$ cat src/rtl/univ_shift_reg_if.sv
// Control/data bundle for the universal shift register: op/config inputs
// from the master, register contents and burst handshake from the slave.
interface univ_shift_reg_if #(
    parameter int WIDTH = 8,
    parameter int CNT_W = 4
);
    logic [1:0]       op;
    logic             dir;
    logic [1:0]       fill;
    logic             si;
    logic [WIDTH-1:0] din;
    logic [CNT_W-1:0] amt;
    logic [WIDTH-1:0] q;
    logic             sol;
    logic             sor;
    logic             busy;
    logic             done;

    modport master (
        output op, dir, fill, si, din, amt,
        input  q, sol, sor, busy, done
    );

    modport slave (
        input  op, dir, fill, si, din, amt,
        output q, sol, sor, busy, done
    );
endinterface

$ cat src/rtl/univ_shift_reg.sv
// Universal shift register: hold, single shift, parallel load and
// multi-cycle burst shift with busy/done handshake and four fill modes.
module univ_shift_reg #(
    parameter int WIDTH = 8,
    parameter int CNT_W = 4
) (
    input  logic           clk,
    input  logic           rst,
    univ_shift_reg_if.slave bus
);
    typedef enum logic {IDLE, BURST} state_t;

    state_t           state_reg, state_next;
    logic [WIDTH-1:0] q_reg, q_next;
    logic [CNT_W-1:0] cnt_reg, cnt_next;
    logic             dir_reg, dir_next;
    logic [1:0]       fill_reg, fill_next;
    logic             done_reg, done_next;

    logic             step_dir;
    logic [1:0]       step_fill;
    logic             fill_bit;
    logic [WIDTH-1:0] shl, shr, step_q;

    // A burst uses the direction/fill captured at acceptance, not the live inputs.
    always_comb begin
        step_dir  = (state_reg == BURST) ? dir_reg  : bus.dir;
        step_fill = (state_reg == BURST) ? fill_reg : bus.fill;
        fill_bit  = 1'b0;
        if (!step_dir) begin
            case (step_fill)
                2'b00:   fill_bit = bus.si;
                2'b01:   fill_bit = q_reg[WIDTH-1];
                default: fill_bit = 1'b0;
            endcase
        end else begin
            case (step_fill)
                2'b00:   fill_bit = bus.si;
                2'b01:   fill_bit = q_reg[0];
                2'b10:   fill_bit = q_reg[WIDTH-1];
                default: fill_bit = 1'b0;
            endcase
        end
    end

    genvar gi;
    generate
        for (gi = 0; gi < WIDTH; gi++) begin : g_step
            if (gi == 0) begin : g_lsb
                assign shl[gi] = fill_bit;
            end else begin : g_lmid
                assign shl[gi] = q_reg[gi-1];
            end
            if (gi == WIDTH - 1) begin : g_msb
                assign shr[gi] = fill_bit;
            end else begin : g_rmid
                assign shr[gi] = q_reg[gi+1];
            end
        end
    endgenerate

    assign step_q = step_dir ? shr : shl;

    always_comb begin
        state_next = state_reg;
        q_next     = q_reg;
        cnt_next   = cnt_reg;
        dir_next   = dir_reg;
        fill_next  = fill_reg;
        done_next  = 1'b0;
        case (state_reg)
            IDLE: begin
                case (bus.op)
                    2'b01: q_next = step_q;
                    2'b10: q_next = bus.din;
                    2'b11: begin
                        if (bus.amt == '0) begin
                            done_next = 1'b1;
                        end else begin
                            dir_next   = bus.dir;
                            fill_next  = bus.fill;
                            cnt_next   = bus.amt;
                            state_next = BURST;
                        end
                    end
                    default: ;
                endcase
            end
            BURST: begin
                q_next   = step_q;
                cnt_next = cnt_reg - 1'b1;
                if (cnt_reg == CNT_W'(1)) begin
                    state_next = IDLE;
                    done_next  = 1'b1;
                end
            end
            default: state_next = IDLE;
        endcase
    end

    always_ff @(posedge clk) begin
        if (rst) begin
            state_reg <= IDLE;
            q_reg     <= '0;
            cnt_reg   <= '0;
            dir_reg   <= 1'b0;
            fill_reg  <= 2'b00;
            done_reg  <= 1'b0;
        end else begin
            state_reg <= state_next;
            q_reg     <= q_next;
            cnt_reg   <= cnt_next;
            dir_reg   <= dir_next;
            fill_reg  <= fill_next;
            done_reg  <= done_next;
        end
    end

    assign bus.q    = q_reg;
    assign bus.sol  = q_reg[WIDTH-1];
    assign bus.sor  = q_reg[0];
    assign bus.busy = (state_reg == BURST);
    assign bus.done = done_reg;
endmodule
$ cat src/flat_wrapper.sv
// flat-port wrapper written by rule: the top's interface ports become plain ports
module univ_shift_reg_flat 
#(
    parameter int WIDTH = 8,
    parameter int CNT_W = 4
)
  (clk, rst, bus_op, bus_dir, bus_fill, bus_si, bus_din, bus_amt, bus_q, bus_sol, bus_sor, bus_busy, bus_done);
  univ_shift_reg_if #(.WIDTH(WIDTH), .CNT_W(CNT_W)) bus_i ();
  input  logic clk;
  input  logic rst;
  input wire logic [$bits(bus_i.op)-1:0] bus_op;
  input wire logic [$bits(bus_i.dir)-1:0] bus_dir;
  input wire logic [$bits(bus_i.fill)-1:0] bus_fill;
  input wire logic [$bits(bus_i.si)-1:0] bus_si;
  input wire logic [$bits(bus_i.din)-1:0] bus_din;
  input wire logic [$bits(bus_i.amt)-1:0] bus_amt;
  output wire logic [$bits(bus_i.q)-1:0] bus_q;
  output wire logic [$bits(bus_i.sol)-1:0] bus_sol;
  output wire logic [$bits(bus_i.sor)-1:0] bus_sor;
  output wire logic [$bits(bus_i.busy)-1:0] bus_busy;
  output wire logic [$bits(bus_i.done)-1:0] bus_done;
  assign bus_i.op = bus_op;
  assign bus_i.dir = bus_dir;
  assign bus_i.fill = bus_fill;
  assign bus_i.si = bus_si;
  assign bus_i.din = bus_din;
  assign bus_i.amt = bus_amt;
  assign bus_q = bus_i.q;
  assign bus_sol = bus_i.sol;
  assign bus_sor = bus_i.sor;
  assign bus_busy = bus_i.busy;
  assign bus_done = bus_i.done;
  univ_shift_reg #(.WIDTH(WIDTH), .CNT_W(CNT_W)) u_core (.clk(clk), .rst(rst), .bus(bus_i));
endmodule
$ cat config.mk
export PLATFORM = sky130hd
export DESIGN_NAME = univ_shift_reg_flat
export DESIGN_NICKNAME = d
export VERILOG_FILES = /design/src/rtl/univ_shift_reg_if.sv /design/src/rtl/univ_shift_reg.sv /design/src/flat_wrapper.sv
export SDC_FILE = /design/constraint.sdc
export NUM_CORES = 1
export LEC_CHECK = 0
export BUFFER_PORTS_ARGS = -buffer_cell sky130_fd_sc_hd__buf_2
export CAP_MARGIN = 0
export CELL_PAD_IN_SITES_DETAIL_PLACEMENT = 1
export CELL_PAD_IN_SITES_GLOBAL_PLACEMENT = 2
export CORE_ASPECT_RATIO = 0.8
export CORE_UTILIZATION = 28
export DETAILED_ROUTE_END_ITERATION = 8
export GPL_TIMING_DRIVEN = 0
export PLACE_DENSITY = 0.86
export SLEW_MARGIN = 20
export SYNTH_ARGS = -nofsm -noshare
export SYNTH_HDL_FRONTEND = slang
export SYNTH_SLANG_ARGS = --single-unit
$ cat constraint.sdc
create_clock -name clk -period 1.8 [get_ports clk]
set_input_delay 0.09 -clock clk [delete_from_list [all_inputs] [get_ports clk]]
set_output_delay 0.09 -clock clk [all_outputs]
set_load 0.05 [all_outputs]
# == After elaboration in Yosys (flattened, before gate mapping) ==
# Index checks and enable logic that the tools add are counted.
# op_classes
n_lt_le_gt_ge,0
mux,19
reduce_logical,4
div,0
n_addsub,1
mul,0
eq_ne,9
shifts,0
n_bitwise,2
# ops
cell,count
8-bit case mux with 2 select lines,2
1-bit two-way mux,8
4-bit two-way mux,2
8-bit two-way mux,1
4-bit case mux with 2 select lines,1
"2-bit equality test, second input constant",3
1-bit case mux with 2 select lines,3
"2-bit by 1-bit equality test with 1-bit output, second input constant",2
"4-bit by 1-bit equality test with 1-bit output, second input constant",1
4-bit zero test,1
"2-bit inequality test, second input constant",2
"4-bit by 1-bit subtractor with 4-bit output, second input constant",1
"3-bit inequality test, second input constant",1
1-bit case mux with 3 select lines,1
3-bit AND reduction,1
2-bit zero test,1
2-bit two-way mux,1
1-bit inverter,2
2-bit AND reduction,1
# word_totals
ram_bits,0
romBits,0
latchBits,0
mem_count,0
inputBits,20
register_bits,17

# == Depth between registers and ports, before layout ==
# Gate-level depths: netlist of run 1.
# depth
word_depth,7
mapped_depth,8
depth_no_buf,7

# == Worst setup path after synthesis of run 1 ==
# No wires, ideal clock.
# synth_path
path_type,flip-flop to flip-flop
from,"reg u_core.state_reg, in the netlist u_core.bus.busy"
to,"reg u_core.q_reg[7], in the netlist u_core.bus.q[7]"
period_less_slack_ns,1.778
path_buffers,1
setup_time_ns,0.131
slack_ns,0.022
required_time_ns,1.669
arrival_time_ns,1.647
stages_incl_launch_ff,7
cell_sequence,dfxtp_1 buf_6 mux2_1 nand2_1 a32oi_1 a211oi_1 o41ai_2
# synth_via
elab_chain_cells,7
elab_cells_between_ends,13
# synth_lines
item,line_no,text
start: declaration,univ_shift_reg.sv:13,"state_t state_reg, state_next;"
start signal: assignment,univ_shift_reg.sv:110,state_reg <= state_next;
2-bit two-way mux,univ_shift_reg.sv:28,step_fill = (state_reg == BURST) ? fill_reg : bus.fill;
2-bit equality test (tied with other cells),univ_shift_reg.sv:37,case (step_fill)
1-bit case mux with 3 select lines / 1-bit case mux with 2 select lines (equally long branches),"univ_shift_reg.sv:37, univ_shift_reg.sv:31",
1-bit two-way mux,univ_shift_reg.sv:30,if (!step_dir) begin
8-bit two-way mux,univ_shift_reg.sv:62,assign step_q = step_dir ? shr : shl;
8-bit case mux with 2 select lines,univ_shift_reg.sv:73,case (bus.op)
8-bit case mux with 2 select lines,univ_shift_reg.sv:71,case (state_reg)
end signal: assignment,univ_shift_reg.sv:111,q_reg <= q_next;
end: declaration,univ_shift_reg.sv:14,"logic [WIDTH-1:0] q_reg, q_next;"
# Several ways; a longest one is shown, not always the timed one.
# A chain may end at the register's enable or synchronous reset.

# == Worst setup path in the final report of run 1 ==
# layout_path
from,"reg u_core.state_reg, in the netlist u_core.bus.busy"
to,"reg u_core.q_reg[5], in the netlist u_core.bus.q[5]"
# layout_via
elab_chain_cells,4
elab_cells_between_ends,6
# layout_lines
item,line_no,text
1-bit two-way mux,univ_shift_reg.sv:27,step_dir = (state_reg == BURST) ? dir_reg : bus.dir;
8-bit two-way mux,univ_shift_reg.sv:62,
8-bit case mux with 2 select lines,univ_shift_reg.sv:73,
8-bit case mux with 2 select lines,univ_shift_reg.sv:71,
# Several ways; a longest one is shown, not always the timed one.

==> results.md, run 1 <==
* Global placement routability congestion at 0.752
* CP arrival at 1.80 ns
* Clock tree skew after final layout at 0.00704 ns
* Area after DPL at 0.00125 mm^2
* Buffers inserted during post-CTS setup optimization at 0
* Worst hold path cell count at 3
* Routed length per placed instance at 14.5 um
* Setup slack on the worst flop-to-flop path at 0.20 ns
* Highest-count cells in the layout ignoring fill and taps: buf_2 (32), nand2_1 (24), dfxtp_1 (17)
* Diode insertion count for antenna repair at 0
* Post-cts resize count at 0
* Family with the most delay on the worst path: simple AND/OR/NAND/NOR gates
* Max H-tree Level at 1
* Number of sinks driven by the clock tree at 17
* Final worst path period share at 0.891
* Remaining max-slew budget at the tightest pin at 0.575
* Clock Root Buffer: clkbuf_8
* Pins over their slew limit at 0
* Flip-flop count of the largest register, all copies and words added at 8
* Number of synthesized register bits at 17
* Most frequent standard cell in the layout excluding fill and tap cells: buf_2
* Async set-or-reset flop fraction in the synthesized netlist at 0
* Clock transition at path regs at 0.08 ns
* Number of synthesized flops with an enable pin at 0
* Worst Reg2Reg Path Length in Cells at 7
* Routed wire length at 2.88 mm
* Type of the worst setup path: reg -> reg
* Endpoint kind of the worst setup timing path: flip-flop
* CP dominant cell by count: nand2_1
* Total number of vias at 1014
* Run status: completed
* Max Cap Violations at 0
* Final hold slack at 0.143 ns
* Final setup slack of the worst path at 0.196 ns
* Number of buffers added by the clock tree synthesis step at 3
* Final TNS setup at 0 ns
* Proportion of layout cells with a drive suffix above 1 at 0.306
* Worst vdd rail ir drop at 243 uV
* Floorplan Core Area at 0.00349 mm^2
* Launch instance of the worst min-delay path: bus_fill[0]
* Design area at 0.00129 mm^2
* Initial Util at 0.299
* Hold Path End: u_core.fill_reg[0]
* Critical-path top delay cell: nor2b_1
* Critical Path RT at 1.99 ns
* Crit path launch type: flip-flop
* Primary FF master, synth: dfxtp_1
* Buffering stage count on the worst path with inverters included at 2
* Cell variety after synth at 31
* Number of hold-slack violations in the final timing report at 0
* Count of yosys warnings during synthesis at 0
* Worst-skew pair later-pin latency at 0.26 ns
* Setup repair after global routing missed its margin: no
* Static leakage power at 0.541 nW
* Avg Synthesized Cell Area at 8.49 um^2
* Number of setup violations in the final report at 0
* CTS tree: done
* Worst hold path type: in -> reg
* DP Worst Slack at 0.186 ns
* Starting DRC count in detailed routing at 56
* Count of boundary I/O pins at 32
* Pin count of the biggest net entering global routing at 11
* Critical Path Fanout Max at 10
* Series of cell instances along the critical path: buf_6 > nor2b_1 > buf_2 > nand2_1 > o21ai_1 > nand2_1 > a21oi_2
* Die Ht at 56.6 um
* Largest buffer count on any clock path at 2
* Worst-margin pin slew at 0.638 ns
* Fmax achieved at 623 MHz
* Number of global-route vias before repair at 1052
* Slowest cell delay on critical path at 0.39 ns
* PortBufs at 30
* Hold-fix buffer count after cts at 0
* Die X at 70.3 um
* Iteration count of the initial detailed-routing pass at 4
* Post-DRT Antenna Nets at 0
* Syn nets at 147
* Syn Inst Count at 123
* R2R Path Start: u_core.bus.busy
* Area growth syn-to-layout at 23.7%
* Reg2reg end: u_core.bus.q[5]
* Post-layout power at 1.05 mW
* Final #Nets at 182
* Half-perimeter wire length after detailed placement at 2.20 mm
* Critical Path Stages at 7
* Power density over the cells at 811 mW/mm^2
* Number of remaining DRC errors at 0
* Cell row count at 19
* Global-route wire length before repair at 4.91 mm
* Vias per inst at 5.10
* Post-synthesis instance area at 0.00104 mm^2
* Fill cell total of the finished layout at 427
* Initial antenna violation count at 0
* Overall Global Routing Usage at 0.154
* Die area at 0.00398 mm^2
* Fin crit period at 1.60 ns
* GRT Residual Overflow at 0
* Sequential area share after synthesis at 0.326
==> area by class of cell <==
cell class | count | area [um^2] | area share
Buffer | 8 | 47.5 | 0.0368
Clock buffer | 4 | 45.0 | 0.0348
Inverter | 4 | 15.0 | 0.0116
Multi-Input combinational cell | 94 | 642 | 0.497
Sequential cell | 17 | 340 | 0.263
Tap cell | 42 | 52.6 | 0.0407
Timing Repair Buffer | 30 | 150 | 0.116
==> stage by stage <==
stage | cells | utilization
2_1_floorplan | 123 | -
3_3_place_gp | 195 | 0.357
4_1_cts | 199 | 0.370
5_1_grt | 199 | 0.370
3_5_place_dp | 195 | 0.357
6_report | 199 | 0.370
==> synth_stat cells (2+ instances only) <==
cell type,n,area [um^2]
buf_4,2,15.0
o21ai_1,8,40.0
inv_1,4,15.0
nor3_1,5,25.0
nand3_1,2,10.0
dfxtp_1,17,340
nor2_1,5,18.8
buf_2,2,10.0
nand2_1,24,90.1
clkbuf_1,3,11.3
mux2i_1,9,90.1
a211oi_1,7,52.6
nor3b_1,2,15.0
a221oi_1,3,26.3
nor2b_1,3,18.8
a21oi_2,6,52.6
o21ai_0,2,10.0
a31oi_1,2,12.5
ha_1,4,50.1
xnor2_1,2,17.5
==> worst reg2reg max path, cell delays in order (launching register included) <==
cell and delay, ns:
dfxtp_1 0.32, buf_6 0.14, nor2b_1 0.40, buf_2 0.31, nand2_1 0.07, o21ai_1 0.08, nand2_1 0.08, a21oi_2 0.15
==> cells by family (layout without fill, tap and decap cells) <==
family,after synthesis,after routing,share of synthesized area
mux,11,11,0.119
xor+xnor,2,2,0.0168
flops,17,17,0.326
simple gates,46,46,0.216
fa+ha+maj,4,4,0.0479
compound gates,31,31,0.216
buf+inv,12,46,0.0599
==> power breakdown <==
group          switching [mW]  internal, mW  total [mW]
Combinational           0.196         0.114       0.311
Sequential             0.0312         0.404       0.435
Clock                   0.145         0.158       0.303
==> how the worst max path moves through the flow <==
| stage | from | end |
|---|---|---|
| 2_1_floorplan | u_core.bus.busy | u_core.bus.q[7] |
| 4_1_cts | u_core.bus.busy | u_core.bus.q[5] |
| 3_3_place_gp | u_core.bus.busy | u_core.bus.q[5] |
| 5_1_grt | u_core.bus.busy | u_core.bus.q[5] |
| 6_report | u_core.bus.busy | u_core.bus.q[5] |
| 3_5_place_dp | u_core.bus.busy | u_core.bus.q[5] |
==> routing by layer <==
metal | wire length [um] | track usage
met4 | 0 | 0.0343
met1 | 1420 | 0.211
met2 | 1360 | 0.245
met3 | 94 | 0.0341
met5 | 0 | 0
Power figures use the tool's default switching activity.
==> inputs of run 2 (changes only) <==
Settings changed: CELL_PAD_IN_SITES_DETAIL_PLACEMENT 1 to 0, CELL_PAD_IN_SITES_GLOBAL_PLACEMENT 2 to 1, CORE_UTILIZATION 28 to 38, CTS_BUF_LIST set to sky130_fd_sc_hd__clkbuf_4 sky130_fd_sc_hd__clkbuf_8, PLACE_DENSITY 0.86 to 0.91, SETUP_SLACK_MARGIN set to 0.1.
==> results.md, run 2 (same netlist as run 1, synthesis figures left out) <==
* Run status: completed
* Worst vdd rail ir drop at 326 uV (+34%)
* Post-layout power at 0.964 mW (-8.0%)
* Max H-tree Level at 1 (unchanged)
* Cell row count at 16 (-3)
* Proportion of layout cells with a drive suffix above 1 at 0.318 (+0.0127)
* Vias per inst at 5.09 (about the same)
* Fin crit period at 1.58 ns (-0.0217 ns)
* Routed length per placed instance at 12.4 um (-14%)
* Floorplan Core Area at 0.00252 mm^2 (-28%)
* Met2 usage at 0.249 (+0.00419)
* Total net switching power at 0.345 mW (-7.3%)
* Clock transition at path regs at 0.11 ns (+0.03 ns)
* Design area at 0.00127 mm^2 (-1.6%)
* Routed wire length at 2.40 mm (-17%)
* Area after DPL at 0.00124 mm^2 (-0.50%)
* Global placement routability congestion at 0.786 (+4.6%)
* Iteration count of the initial detailed-routing pass at 4 (unchanged)
* Largest buffer count on any clock path at 2 (unchanged)
* PortBufs at 30 (unchanged)
* Final hold slack at 0.0929 ns (-0.0500 ns)
* Hold-fix buffer count after cts at 0 (unchanged)
* Starting DRC count in detailed routing at 59 (+5.4%)
* GRT Residual Overflow at 0 (unchanged)
* Area growth syn-to-layout at 21.7%
* Met3 usage in global routing at 0.0239 (-0.0102)
* Half-perimeter wire length after detailed placement at 1.85 mm (-16%)
* Internal power at 0.619 mW (-8.4%)
* Critical Path Fanout Max at 10 (unchanged)
* Number of remaining DRC errors at 0 (unchanged)
* DP Worst Slack at 0.273 ns (+0.0873 ns)
* Worst-skew pair later-pin latency at 0.29 ns (+0.03 ns)
* Highest-count cells in the layout ignoring fill and taps: buf_2 (32), nand2_1 (24), dfxtp_1 (16)
* Final Instance Count excl. Fillers at 193 (-3.0%)
* Count of boundary I/O pins at 32 (unchanged)
* Fill cell total of the finished layout at 261 (-39%)
* Global-route wire length before repair at 4.01 mm (-18%)
* Static leakage power at 0.537 nW (-0.74%)
* Pins over their slew limit at 0 (unchanged)
* Clock Root Buffer: clkbuf_4
* Combinational power share at 0.314 (+0.018)
* Final TNS setup at 0 ns (unchanged)
* Fraction of power spent switching nets at 0.358 (+0.00275)
* Number of sinks driven by the clock tree at 17 (unchanged)
* Part of the total power dissipated in the clock network at 0.235 (-0.054)
* Final setup slack of the worst path at 0.217 ns (+0.0217 ns)
* Most used routing layer in global routing: met1
* Setup repair after global routing missed its margin: no
* Overall Global Routing Usage at 0.175 (+0.0213)
* Type of the worst setup path: reg -> reg
* Worst hold path type: in -> reg
* Number of hold-slack violations in the final timing report at 0 (unchanged)
* Endpoint kind of the worst setup timing path: flip-flop
* Total number of vias at 983 (-3.1%)
* CP arrival at 1.81 ns (about the same)
* Die X at 60.6 um (-14%)
* Worst hold path cell count at 3 (unchanged)
* Grt met1 use at 0.277 (+0.0656)
* Crit path launch type: flip-flop
* Core occupancy in the finished layout at 0.504 (+0.134)
* Worst-margin pin slew at 0.665 ns (+0.0266 ns)
* Critical Path RT at 2.03 ns (+0.04 ns)
* Worst Reg2Reg Path Length in Cells at 7 (unchanged)
* Pin count of the biggest net entering global routing at 11 (unchanged)
* Diode insertion count for antenna repair at 0 (unchanged)
* Power density over the cells at 758 mW/mm^2 (-6.5%)
* Initial antenna violation count at 0 (unchanged)
* Final #Nets at 182 (unchanged)
* Total placed cells including tap cells at 189 (-3.1%)
* Most frequent standard cell in the layout excluding fill and tap cells: buf_2
* Number of setup violations in the final report at 0 (unchanged)
* Initial Util at 0.414 (+0.115)
* Clock tree skew after final layout at 0.00233 ns (-0.00471 ns)
* Fmax achieved at 632 MHz (+1.4%)
* Die Ht at 48.9 um (-14%)
* Remaining max-slew budget at the tightest pin at 0.557 (-0.0177)
* Final worst path period share at 0.879 (-0.0120)
* Post-DRT Antenna Nets at 0 (unchanged)
* Buffers inserted during post-CTS setup optimization at 0 (unchanged)
* Number of buffers added by the clock tree synthesis step at 3 (unchanged)
* Die area at 0.00296 mm^2 (-26%)
* CTS tree: done
* Power share of the sequential group at 0.450 (+0.035)
* Flip-flop count of the largest register, all copies and words added at 8 (unchanged)
* Max Cap Violations at 0 (unchanged)
* Post-cts resize count at 0 (unchanged)
* Number of global-route vias before repair at 858 (-18%)
run 2: critical path, cell delays in order, from the launching register on:
cell and delay, ns:
dfxtp_2 0.34, buf_6 0.14, nor2b_1 0.37, buf_2 0.31, nand2_1 0.08, o21ai_1 0.08, nand2_1 0.08, a21oi_2 0.13
run 2: area by class of cell:
cell class | instances | area, um^2 | area share
sequential | 17 | 342 | 0.269
buffer | 8 | 47.5 | 0.0374
inverter | 4 | 15.0 | 0.0118
tap | 36 | 45.0 | 0.0354
clock buffer | 4 | 30.0 | 0.0236
multi-input combinational | 94 | 642 | 0.505
timing repair buffer | 30 | 150 | 0.118
run 2: worst paths after layout:
kind / startpoint / to / slack [ns]
setup reg to reg: u_core.bus.busy / u_core.bus.q[5] / 0.22
hold / removal: bus_fill[0] / u_core.fill_reg[0] / 0.09
hold reg to reg: u_core.bus.q[1] / u_core.bus.q[1] / 0.51
setup / recovery: u_core.bus.busy / u_core.bus.q[5] / 0.22
run 2: layer usage:
layer / share of wire / vias up / wire length, um
met1: 0.52 / 445 / 1250
met2: 0.43 / 34 / 1020
met3: 0.049 / 0 / 118
met4: 0 / 0 / 0
li1: - / 504 / -
met5: 0 / - / 0
run 2: power by group through the flow:
stage	clock network, mW	registers [mW]	logic (mW)
2_1_floorplan	0	0.487	0.180
3_3_place_gp	0	0.441	0.299
3_5_place_dp	0	0.443	0.303
4_1_cts	0.232	0.434	0.304
5_1_grt	0.248	0.438	0.332
6_report	0.227	0.434	0.303
